`config.mk`:
```
export PLATFORM = sky130hd
export DESIGN_NAME = apb_master_param_flat
export DESIGN_NICKNAME = d
export VERILOG_FILES = /design/src/rtl/apb_pkg.sv /design/src/rtl/apb_master_param_if.sv /design/src/rtl/apb_rsp_mux.sv /design/src/rtl/apb_master_param.sv /design/src/flat_wrapper.sv
export SDC_FILE = /design/constraint.sdc
export NUM_CORES = 1
export LEC_CHECK = 0
export CORE_AREA = 2 2 125 127
export CTS_CLUSTER_DIAMETER = 120
export DETAILED_ROUTE_END_ITERATION = 6
export DIE_AREA = 0 0 127 129
export PLACE_DENSITY = 0.78
export SKIP_CTS_REPAIR_TIMING = 1
export SYNTH_ARGS = -nofsm -noshare
export SYNTH_HDL_FRONTEND = slang
export SYNTH_HIERARCHICAL = 1
export SYNTH_SLANG_ARGS = --single-unit
```
`constraint.sdc`:
```
create_clock -name clk -period 4.25 [get_ports clk]
set_input_delay 0.85 -clock clk [delete_from_list [all_inputs] [get_ports clk]]
set_output_delay 0.85 -clock clk [all_outputs]
set_load 0.02 [all_outputs]
```
`src/rtl/apb_pkg.sv`:
```
`default_nettype none
// ============================================================================
// Module      : apb_pkg
// Description : Shared types and constants for the parametrised APB master.
// Revision    : 1.0 - initial release
// ============================================================================
package apb_pkg;

    typedef enum logic [1:0] {
        ST_IDLE   = 2'd0,
        ST_SETUP  = 2'd1,
        ST_ACCESS = 2'd2,
        ST_ERR    = 2'd3
    } state_t;

    typedef enum logic [1:0] {
        RSP_OKAY    = 2'd0,
        RSP_SLVERR  = 2'd1,
        RSP_DECERR  = 2'd2,
        RSP_TIMEOUT = 2'd3
    } rsp_err_t;

    localparam logic [1:0] c_rsp_okay    = 2'd0;
    localparam logic [1:0] c_rsp_slverr  = 2'd1;
    localparam logic [1:0] c_rsp_decerr  = 2'd2;
    localparam logic [1:0] c_rsp_timeout = 2'd3;

    // Select-index width; a single slave still needs one bit of index.
    function automatic int sel_width(input int n);
        return (n > 1) ? $clog2(n) : 1;
    endfunction

endpackage
`default_nettype wire

```
`src/rtl/apb_master_param_if.sv`:
```
`default_nettype none
// ============================================================================
// Module      : apb_master_param_if
// Description : Processor request/response port plus APB bus signals.
// Revision    : 1.0 - initial release
// ============================================================================
interface apb_master_param_if
    import apb_pkg::*;
#(
    parameter int ADDR_W     = 32,
    parameter int DATA_W     = 32,
    parameter int NUM_SLAVES = 4,
    parameter int SEL_W      = sel_width(NUM_SLAVES)
);
    logic                       req_valid;
    logic                       req_ready;
    logic                       req_write;
    logic [SEL_W-1:0]           req_sel;
    logic [ADDR_W-1:0]          req_addr;
    logic [DATA_W-1:0]          req_wdata;
    logic [DATA_W/8-1:0]        req_strb;
    logic                       rsp_valid;
    logic [DATA_W-1:0]          rsp_rdata;
    logic [1:0]                 rsp_err;
    logic [NUM_SLAVES-1:0]      psel;
    logic                       penable;
    logic                       pwrite;
    logic [ADDR_W-1:0]          paddr;
    logic [DATA_W-1:0]          pwdata;
    logic [DATA_W/8-1:0]        pstrb;
    logic [NUM_SLAVES*DATA_W-1:0] prdata;
    logic [NUM_SLAVES-1:0]      pready;
    logic [NUM_SLAVES-1:0]      pslverr;

    modport master (
        input  req_valid, req_write, req_sel, req_addr, req_wdata, req_strb,
        input  prdata, pready, pslverr,
        output req_ready, rsp_valid, rsp_rdata, rsp_err,
        output psel, penable, pwrite, paddr, pwdata, pstrb
    );

    modport slave (
        output req_valid, req_write, req_sel, req_addr, req_wdata, req_strb,
        output prdata, pready, pslverr,
        input  req_ready, rsp_valid, rsp_rdata, rsp_err,
        input  psel, penable, pwrite, paddr, pwdata, pstrb
    );

endinterface
`default_nettype wire

```
`src/rtl/apb_rsp_mux.sv`:
```
`default_nettype none
// ============================================================================
// Module      : apb_rsp_mux
// Description : Selects pready, pslverr and the prdata slice of one slave.
// Revision    : 1.0 - initial release
// ============================================================================
module apb_rsp_mux #(
    parameter int NUM_SLAVES = 4,
    parameter int DATA_W     = 32,
    parameter int SEL_W      = 2
) (
    input  wire logic [SEL_W-1:0]             i_sel,
    input  wire logic [NUM_SLAVES-1:0]        i_pready,
    input  wire logic [NUM_SLAVES-1:0]        i_pslverr,
    input  wire logic [NUM_SLAVES*DATA_W-1:0] i_prdata,
    output logic                              o_pready,
    output logic                              o_pslverr,
    output logic [DATA_W-1:0]                 o_prdata
);

    always_comb begin
        o_pready  = 1'b0;
        o_pslverr = 1'b0;
        o_prdata  = '0;
        for (int i = 0; i < NUM_SLAVES; i++) begin
            if (i_sel == SEL_W'(i)) begin
                o_pready  = i_pready[i];
                o_pslverr = i_pslverr[i];
                o_prdata  = i_prdata[i*DATA_W +: DATA_W];
            end
        end
    end

endmodule
`default_nettype wire

```
`src/rtl/apb_master_param.sv`:
```
`default_nettype none
// ============================================================================
// Module      : apb_master_param
// Description : Parametrised APB3/APB4 master with one-hot selects, error
//               and timeout reporting, and back-to-back transfers.
// Revision    : 1.0 - initial release
// ============================================================================
module apb_master_param
    import apb_pkg::*;
#(
    parameter int ADDR_W     = 32,
    parameter int DATA_W     = 32,
    parameter int NUM_SLAVES = 4,
    parameter int SEL_W      = sel_width(NUM_SLAVES),
    parameter int TIMEOUT    = 16
) (
    input  wire logic         clk,
    input  wire logic         reset,
    apb_master_param_if.master bus
);

    localparam int                STRB_W       = DATA_W / 8;
    localparam int                CNT_W        = (TIMEOUT > 1) ? $clog2(TIMEOUT) : 1;
    localparam logic [CNT_W-1:0]  c_tmo_last   = CNT_W'((TIMEOUT > 0) ? TIMEOUT - 1 : 0);
    localparam logic [SEL_W:0]    c_num_slaves = (SEL_W + 1)'(NUM_SLAVES);

    state_t                  r_state,     w_state_nxt;
    logic [SEL_W-1:0]        r_sel,       w_sel_nxt;
    logic [NUM_SLAVES-1:0]   r_psel,      w_psel_nxt;
    logic                    r_penable,   w_penable_nxt;
    logic                    r_pwrite,    w_pwrite_nxt;
    logic [ADDR_W-1:0]       r_paddr,     w_paddr_nxt;
    logic [DATA_W-1:0]       r_pwdata,    w_pwdata_nxt;
    logic [STRB_W-1:0]       r_pstrb,     w_pstrb_nxt;
    logic                    r_rsp_valid, w_rsp_valid_nxt;
    logic [DATA_W-1:0]       r_rsp_rdata, w_rsp_rdata_nxt;
    rsp_err_t                r_rsp_err,   w_rsp_err_nxt;
    logic [CNT_W-1:0]        r_cnt,       w_cnt_nxt;
    logic                    r_dec_pend,  w_dec_pend_nxt;

    logic                    w_pready;
    logic                    w_pslverr;
    logic [DATA_W-1:0]       w_prdata;
    logic                    w_req_ready;
    logic                    w_accept;
    logic                    w_dec_err;
    logic                    w_launch;
    logic [NUM_SLAVES-1:0]   w_onehot;

    apb_rsp_mux #(
        .NUM_SLAVES (NUM_SLAVES),
        .DATA_W     (DATA_W),
        .SEL_W      (SEL_W)
    ) u_rsp_mux (
        .i_sel     (r_sel),
        .i_pready  (bus.pready),
        .i_pslverr (bus.pslverr),
        .i_prdata  (bus.prdata),
        .o_pready  (w_pready),
        .o_pslverr (w_pslverr),
        .o_prdata  (w_prdata)
    );

    assign w_req_ready = !reset &&
                         ((r_state == ST_IDLE) || ((r_state == ST_ACCESS) && w_pready));
    assign w_accept    = bus.req_valid && w_req_ready;
    assign w_dec_err   = ({1'b0, bus.req_sel} >= c_num_slaves);

    always_comb begin
        w_onehot = '0;
        for (int i = 0; i < NUM_SLAVES; i++) begin
            w_onehot[i] = (bus.req_sel == SEL_W'(i));
        end
    end

    always_comb begin
        w_state_nxt     = r_state;
        w_sel_nxt       = r_sel;
        w_psel_nxt      = r_psel;
        w_penable_nxt   = r_penable;
        w_pwrite_nxt    = r_pwrite;
        w_paddr_nxt     = r_paddr;
        w_pwdata_nxt    = r_pwdata;
        w_pstrb_nxt     = r_pstrb;
        w_rsp_valid_nxt = 1'b0;
        w_rsp_rdata_nxt = r_rsp_rdata;
        w_rsp_err_nxt   = r_rsp_err;
        w_cnt_nxt       = r_cnt;
        w_dec_pend_nxt  = r_dec_pend;
        w_launch        = 1'b0;

        case (r_state)
            ST_IDLE: begin
                w_launch = w_accept;
            end
            ST_SETUP: begin
                w_state_nxt   = ST_ACCESS;
                w_penable_nxt = 1'b1;
                w_cnt_nxt     = '0;
            end
            ST_ACCESS: begin
                if (w_pready) begin
                    w_rsp_valid_nxt = 1'b1;
                    w_rsp_rdata_nxt = r_pwrite ? '0 : w_prdata;
                    w_rsp_err_nxt   = w_pslverr ? RSP_SLVERR : RSP_OKAY;
                    if (w_accept) begin
                        w_launch = 1'b1;
                    end else begin
                        w_state_nxt   = ST_IDLE;
                        w_psel_nxt    = '0;
                        w_penable_nxt = 1'b0;
                    end
                end else if ((TIMEOUT > 0) && (r_cnt == c_tmo_last)) begin
                    w_state_nxt     = ST_IDLE;
                    w_psel_nxt      = '0;
                    w_penable_nxt   = 1'b0;
                    w_rsp_valid_nxt = 1'b1;
                    w_rsp_rdata_nxt = '0;
                    w_rsp_err_nxt   = RSP_TIMEOUT;
                end else begin
                    w_cnt_nxt = r_cnt + 1'b1;
                end
            end
            ST_ERR: begin
                w_state_nxt = ST_IDLE;
                // A decode error accepted alongside a completion reports one cycle late.
                if (r_dec_pend) begin
                    w_rsp_valid_nxt = 1'b1;
                    w_rsp_rdata_nxt = '0;
                    w_rsp_err_nxt   = RSP_DECERR;
                    w_dec_pend_nxt  = 1'b0;
                end
            end
            default: begin
                w_state_nxt = ST_IDLE;
            end
        endcase

        if (w_launch) begin
            if (w_dec_err) begin
                w_state_nxt   = ST_ERR;
                w_psel_nxt    = '0;
                w_penable_nxt = 1'b0;
                if (w_rsp_valid_nxt) begin
                    w_dec_pend_nxt = 1'b1;
                end else begin
                    w_rsp_valid_nxt = 1'b1;
                    w_rsp_rdata_nxt = '0;
                    w_rsp_err_nxt   = RSP_DECERR;
                end
            end else begin
                w_state_nxt   = ST_SETUP;
                w_sel_nxt     = bus.req_sel;
                w_psel_nxt    = w_onehot;
                w_penable_nxt = 1'b0;
                w_pwrite_nxt  = bus.req_write;
                w_paddr_nxt   = bus.req_addr;
                w_pwdata_nxt  = bus.req_wdata;
                w_pstrb_nxt   = bus.req_write ? bus.req_strb : '0;
            end
        end
    end

    always_ff @(posedge clk) begin
        if (reset) begin
            r_state     <= ST_IDLE;
            r_sel       <= '0;
            r_psel      <= '0;
            r_penable   <= 1'b0;
            r_pwrite    <= 1'b0;
            r_paddr     <= '0;
            r_pwdata    <= '0;
            r_pstrb     <= '0;
            r_rsp_valid <= 1'b0;
            r_rsp_rdata <= '0;
            r_rsp_err   <= RSP_OKAY;
            r_cnt       <= '0;
            r_dec_pend  <= 1'b0;
        end else begin
            r_state     <= w_state_nxt;
            r_sel       <= w_sel_nxt;
            r_psel      <= w_psel_nxt;
            r_penable   <= w_penable_nxt;
            r_pwrite    <= w_pwrite_nxt;
            r_paddr     <= w_paddr_nxt;
            r_pwdata    <= w_pwdata_nxt;
            r_pstrb     <= w_pstrb_nxt;
            r_rsp_valid <= w_rsp_valid_nxt;
            r_rsp_rdata <= w_rsp_rdata_nxt;
            r_rsp_err   <= w_rsp_err_nxt;
            r_cnt       <= w_cnt_nxt;
            r_dec_pend  <= w_dec_pend_nxt;
        end
    end

    assign bus.req_ready = w_req_ready;
    assign bus.rsp_valid = r_rsp_valid;
    assign bus.rsp_rdata = r_rsp_rdata;
    assign bus.rsp_err   = r_rsp_err;
    assign bus.psel      = r_psel;
    assign bus.penable   = r_penable;
    assign bus.pwrite    = r_pwrite;
    assign bus.paddr     = r_paddr;
    assign bus.pwdata    = r_pwdata;
    assign bus.pstrb     = r_pstrb;

endmodule
`default_nettype wire

```
`src/flat_wrapper.sv`:
```
// flat-port wrapper written by rule: the top's interface ports become plain ports
module apb_master_param_flat import apb_pkg::*;
#(
    parameter int ADDR_W     = 32,
    parameter int DATA_W     = 32,
    parameter int NUM_SLAVES = 4,
    parameter int SEL_W      = sel_width(NUM_SLAVES),
    parameter int TIMEOUT    = 16
)
  (clk, reset, bus_req_valid, bus_req_write, bus_req_sel, bus_req_addr, bus_req_wdata, bus_req_strb, bus_prdata, bus_pready, bus_pslverr, bus_req_ready, bus_rsp_valid, bus_rsp_rdata, bus_rsp_err, bus_psel, bus_penable, bus_pwrite, bus_paddr, bus_pwdata, bus_pstrb);
  apb_master_param_if #(.ADDR_W(ADDR_W), .DATA_W(DATA_W), .NUM_SLAVES(NUM_SLAVES), .SEL_W(SEL_W)) bus_i ();
  input  wire logic clk;
  input  wire logic reset;
  input wire logic [$bits(bus_i.req_valid)-1:0] bus_req_valid;
  input wire logic [$bits(bus_i.req_write)-1:0] bus_req_write;
  input wire logic [$bits(bus_i.req_sel)-1:0] bus_req_sel;
  input wire logic [$bits(bus_i.req_addr)-1:0] bus_req_addr;
  input wire logic [$bits(bus_i.req_wdata)-1:0] bus_req_wdata;
  input wire logic [$bits(bus_i.req_strb)-1:0] bus_req_strb;
  input wire logic [$bits(bus_i.prdata)-1:0] bus_prdata;
  input wire logic [$bits(bus_i.pready)-1:0] bus_pready;
  input wire logic [$bits(bus_i.pslverr)-1:0] bus_pslverr;
  output wire logic [$bits(bus_i.req_ready)-1:0] bus_req_ready;
  output wire logic [$bits(bus_i.rsp_valid)-1:0] bus_rsp_valid;
  output wire logic [$bits(bus_i.rsp_rdata)-1:0] bus_rsp_rdata;
  output wire logic [$bits(bus_i.rsp_err)-1:0] bus_rsp_err;
  output wire logic [$bits(bus_i.psel)-1:0] bus_psel;
  output wire logic [$bits(bus_i.penable)-1:0] bus_penable;
  output wire logic [$bits(bus_i.pwrite)-1:0] bus_pwrite;
  output wire logic [$bits(bus_i.paddr)-1:0] bus_paddr;
  output wire logic [$bits(bus_i.pwdata)-1:0] bus_pwdata;
  output wire logic [$bits(bus_i.pstrb)-1:0] bus_pstrb;
  assign bus_i.req_valid = bus_req_valid;
  assign bus_i.req_write = bus_req_write;
  assign bus_i.req_sel = bus_req_sel;
  assign bus_i.req_addr = bus_req_addr;
  assign bus_i.req_wdata = bus_req_wdata;
  assign bus_i.req_strb = bus_req_strb;
  assign bus_i.prdata = bus_prdata;
  assign bus_i.pready = bus_pready;
  assign bus_i.pslverr = bus_pslverr;
  assign bus_req_ready = bus_i.req_ready;
  assign bus_rsp_valid = bus_i.rsp_valid;
  assign bus_rsp_rdata = bus_i.rsp_rdata;
  assign bus_rsp_err = bus_i.rsp_err;
  assign bus_psel = bus_i.psel;
  assign bus_penable = bus_i.penable;
  assign bus_pwrite = bus_i.pwrite;
  assign bus_paddr = bus_i.paddr;
  assign bus_pwdata = bus_i.pwdata;
  assign bus_pstrb = bus_i.pstrb;
  apb_master_param #(.ADDR_W(ADDR_W), .DATA_W(DATA_W), .NUM_SLAVES(NUM_SLAVES), .SEL_W(SEL_W), .TIMEOUT(TIMEOUT)) u_core (.clk(clk), .reset(reset), .bus(bus_i));
endmodule
```
==> flow_summary.html <==
<table>
<tr><th>Metric</th><th>Value</th></tr>
<tr><th colspan="2">Worst setup path</th></tr>
<tr><td>Register-to-Register Path Depth</td><td>6</td></tr>
<tr><td>Critical Path Source Type</td><td>input pin</td></tr>
<tr><td>Setup crit end kind</td><td>output pin</td></tr>
<tr><td>Highest fanout seen on the critical path</td><td>9</td></tr>
<tr><td>Data required time of the worst path</td><td>roughly 3.4 ns</td></tr>
<tr><td>Endpoint of the worst register-to-register path</td><td>u_core/bus.paddr[13]$_SDFFE_PP0P_</td></tr>
<tr><td>FF-to-FF Start</td><td>u_core/r_state[0]$_SDFFE_PP0P_</td></tr>
<tr><td>Critical Path AT</td><td>~2.9 ns</td></tr>
<tr><td>Worst-case register-to-register setup slack</td><td>between 1.5 and 2 ns</td></tr>
<tr><td>Critical path class</td><td>input pin to output pin</td></tr>
<tr><th colspan="2">Global route</th></tr>
<tr><td>All-Layer GR Usage</td><td>a little over a fifth</td></tr>
<tr><td>Via count of the first global-routing pass</td><td>5155</td></tr>
<tr><td>Initial antenna violation count</td><td>0</td></tr>
<tr><td>Total overflow reported by the global router</td><td>0</td></tr>
<tr><td>Maximum number of pins on one net before global-route repair</td><td>87</td></tr>
<tr><td>Global-route wire length before repair</td><td>approximately 27 mm</td></tr>
<tr><th colspan="2">Floorplanning</th></tr>
<tr><td>Core ar.</td><td>approximately 15000 um^2</td></tr>
<tr><td>Row count</td><td>45</td></tr>
<tr><td>Vertical extent of the die</td><td>roughly 130 um</td></tr>
<tr><td>Ports</td><td>320</td></tr>
<tr><td>X dimension of the die</td><td>between 100 and 150 um</td></tr>
<tr><td>Initial Utilization</td><td>between 30% and 40%</td></tr>
<tr><td>Floorplan die area</td><td>16400 um^2</td></tr>
<tr><th colspan="2">STA</th></tr>
<tr><td>Setup-failing EPs final</td><td>0</td></tr>
<tr><td>Final period utilization</td><td>87.4%</td></tr>
<tr><td>Final clock skew</td><td>0.00687 ns</td></tr>
<tr><td>Pin slew with the least headroom to its limit</td><td>about 0.68 ns</td></tr>
<tr><td>Summed negative setup slack over all endpoints</td><td>0 ns</td></tr>
<tr><td>Time the final worst path needs with I/O delays and setup</td><td>3.71 ns</td></tr>
<tr><td>Worst relative slew slack</td><td>around 54%</td></tr>
<tr><td>Max Clock Freq</td><td>roughly 270 MHz</td></tr>
<tr><td>Max-slew violation count</td><td>0</td></tr>
<tr><td>RSZ-0062 raised after global routing</td><td>no</td></tr>
<tr><td>Number of endpoints with negative hold slack in the final report</td><td>0</td></tr>
<tr><th colspan="2">Synthesis</th></tr>
<tr><td>Cells after synthesis</td><td>577</td></tr>
<tr><td>Post-Synthesis Cell Area</td><td>~5500 um^2</td></tr>
<tr><td>Leading post-synthesis cells by instance count</td><td>dfxtp_1, nand2b_1, o21ai_0</td></tr>
<tr><td>Commonest register cell after synthesis</td><td>dfxtp_1</td></tr>
<tr><td>Async set-reset flop share out of synthesis</td><td>0%</td></tr>
<tr><td>Post-Synthesis Mean Instance Area</td><td>a little under 10 um^2</td></tr>
<tr><td>Number of enable flip-flop cells after synthesis</td><td>0</td></tr>
<tr><td>Cell with the most instances after synthesis</td><td>dfxtp_1</td></tr>
<tr><td>Cells taking the most area after synthesis</td><td>dfxtp_1, mux4_2, nand2b_1</td></tr>
<tr><td>Count of synthesis-stage warnings from yosys</td><td>6</td></tr>
<tr><td>Share of the synthesized area in the top cell type</td><td>about 42%</td></tr>
<tr><td>Synth area leader</td><td>dfxtp_1</td></tr>
<tr><td>Net count of the mapped netlist</td><td>roughly 790</td></tr>
<tr><td>Count of state elements after synthesis</td><td>117</td></tr>
<tr><td>Sequential share of the synthesized area</td><td>42.3%</td></tr>
<tr><td>Count of unique library cells instantiated by Yosys</td><td>41</td></tr>
<tr><th colspan="2">Clocking</th></tr>
<tr><td>Skew-Pair Late Insertion Delay</td><td>a little over 0.4 ns</td></tr>
<tr><td>TritonCTS clock tree</td><td>done</td></tr>
<tr><td>Clock-pin slew on the worst setup and hold paths</td><td>approximately 0.05 ns</td></tr>
<tr><td>Number of H-tree levels</td><td>4</td></tr>
<tr><td>CTS root buf</td><td>clkbuf_16</td></tr>
<tr><td>Sinks on Clock Net</td><td>between 100 and 150</td></tr>
<tr><td>Clock Path Buffers</td><td>2</td></tr>
<tr><td>CTS Buf Count</td><td>17</td></tr>
<tr><th colspan="2">Hold path</th></tr>
<tr><td>Worst Hold Endpoint</td><td>u_core/bus.rsp_rdata[1]$_SDFFE_PP0P_</td></tr>
<tr><td>Hold depth</td><td>2</td></tr>
<tr><td>Min-Delay Startpoint</td><td>u_core/bus.rsp_rdata[1]$_SDFFE_PP0P_</td></tr>
<tr><td>Worst hold-check path type</td><td>flop to flop</td></tr>
<tr><th colspan="2">Routing</th></tr>
<tr><td>Count of TritonRoute iterations in the first routing pass</td><td>4</td></tr>
<tr><td>Post-route ant nets</td><td>0</td></tr>
<tr><td>Routed length per instance</td><td>~16 um</td></tr>
<tr><td>Iteration-0 DRC Markers</td><td>about 400</td></tr>
<tr><td>Post-detailed-route DRC marker count</td><td>0</td></tr>
<tr><td>Number of vias in the routed layout</td><td>5185</td></tr>
<tr><td>Vias per cell</td><td>between 4 and 5</td></tr>
<tr><td>DRT Wirelength</td><td>approximately 17 mm</td></tr>
<tr><th colspan="2">Finish</th></tr>
<tr><td>Share of cells above drive strength 1</td><td>under 10%</td></tr>
<tr><td>Number of nets in the finished design</td><td>1090</td></tr>
<tr><td>Count of inserted antenna diode cells</td><td>0</td></tr>
<tr><td>Area Overhead vs Synth</td><td>68.3%</td></tr>
<tr><td>Final standard cell area without fillers</td><td>between 9000 and 10000 um^2</td></tr>
<tr><th colspan="2">Placed design</th></tr>
<tr><td>Post-DP HPWL</td><td>around 13 mm</td></tr>
<tr><td>Final GP Congestion</td><td>between 0.8 and 0.9</td></tr>
<tr><td>Port-buffer cells</td><td>around 320</td></tr>
<tr><td>Instance area after placement</td><td>8700 um^2</td></tr>
<tr><th colspan="2">Power and ir drop</th></tr>
<tr><td>Sequential fraction of design power</td><td>~33%</td></tr>
<tr><td>Leakage dissipation</td><td>between 0.003 and 0.004 uW</td></tr>
<tr><td>Switching part of the total</td><td>between 20 and 30%</td></tr>
<tr><td>Combinational fraction of design power</td><td>30.1%</td></tr>
<tr><td>Peak supply drop</td><td>0.311 mV</td></tr>
<tr><td>Clock network fraction of design power</td><td>between 30% and 40%</td></tr>
<tr><td>NetSw</td><td>1150 uW</td></tr>
<tr><td>Power per Cell Area</td><td>between 400 and 500 nW/um^2</td></tr>
<tr><td>Internal Pwr Total</td><td>a little under 3000 uW</td></tr>
<tr><th colspan="2">Run</th></tr>
<tr><td>Number of maximum-capacitance constraint violations</td><td>0</td></tr>
<tr><th colspan="2">Outcome</th></tr>
<tr><td>Status</td><td>complete, no violations</td></tr>
</table>
[final cells by class]
class | instances | area, um^2
Clock buffer | 21 | 470
Clock inverter | 9 | 151
Fill cell | 1278 | 5650
Inverter | 6 | 22.5
Multi-Input combinational cell | 406 | 2850
Sequential cell | 117 | 2340
Tap cell | 188 | 235
Timing Repair Buffer | 326 | 3250
[registers in the layout, indices dropped and copies added, names as in the netlist]
signal / count
u_core/bus.paddr: 32
u_core/bus.pwdata: 32
u_core/bus.rsp_rdata: 32
u_core/bus.psel: 4
u_core/bus.pstrb: 4
u_core/r_cnt: 4
u_core/bus.rsp_err: 2
u_core/r_sel: 2
u_core/r_state: 2
u_core/bus.penable: 1
u_core/bus.pwrite: 1
u_core/bus.rsp_valid: 1
[metrics by stage]
stage          worst slack, ns  utilization (%)  hold slack (ns)  cells  power (uW)
6_report                 0.537             62.3            0.462   1073        4030
3_5_place_dp             0.548             58.1            0.453   1043        2560
5_1_grt                  0.461             62.3            0.473   1073        4220
2_1_floorplan             1.57                -            0.441    577        2040
3_3_place_gp             0.577             58.1            0.449   1043        2540
4_1_cts                  0.537             62.3            0.464   1073        4070
[worst max-delay path by stage]
stage	end	start	slack (ns)	depth (start not counted)
finish	bus_req_ready	bus_pready[1]	0.54	5
global route	bus_req_ready	bus_pready[1]	0.46	5
CTS	bus_req_ready	bus_pready[1]	0.54	5
detailed placement	bus_req_ready	bus_pready[1]	0.55	5
global placement	bus_req_ready	bus_pready[1]	0.58	5
floorplan	bus_req_ready	bus_pready[1]	1.57	4
[power by group through the flow]
| stage | Combinational, uW | Sequential, uW | Clock (uW) |
|---|---|---|---|
| after detailed placement | 1220 | 1340 | 0 |
| after global placement | 1210 | 1330 | 0 |
| after global routing | 1300 | 1330 | 1580 |
| after CTS | 1230 | 1320 | 1530 |
| final | 1220 | 1320 | 1500 |
| after floorplan | 543 | 1490 | 0 |
[logic make-up after synthesis]
family	count (synthesis)	synth area share (%)
flops	117	42.3
buf+inv	54	6.57
compound gates	124	12.3
fa+ha+maj	6	1.35
simple gates	241	23.3
mux	35	14.3
[worst max-delay path, stage by stage]
cell and delay, ns:
clkdlybuf4s50_1 0.39, mux4_1 0.71, a21oi_4 0.28, nor2_1 0.06, clkdlybuf4s50_1 0.57
[placed cells by master, fill, tap and decap left out, types with 2 or more instances in the layout]
cell,n
clkbuf_8,3
nand3b_1,2
nand4b_1,2
nand3_1,39
nand2b_1,104
o21ai_1,33
clkbuf_16,17
or3_1,2
nand2_1,72
clkdlybuf4s50_1,318
inv_1,6
dfxtp_1,116
nor2_1,9
ha_1,6
mux4_1,4
clkinv_2,3
a211oi_1,2
a21oi_1,5
nor3_1,3
a31oi_1,2
buf_4,6
o21ai_0,73
bufinv_16,4
mux4_2,30
o31ai_1,2
[layer usage]
metal  global-route usage (%)  part of all wire, %  up-vias
met3                     8.15                  8.5       27
met4                     7.95                  2.0        0
li1                         -                    -     2587
met5                        0                    0        -
met2                     36.2                   50      191
met1                     23.4                   39     2380
No activity file was read; power rests on OpenSTA's default activity.
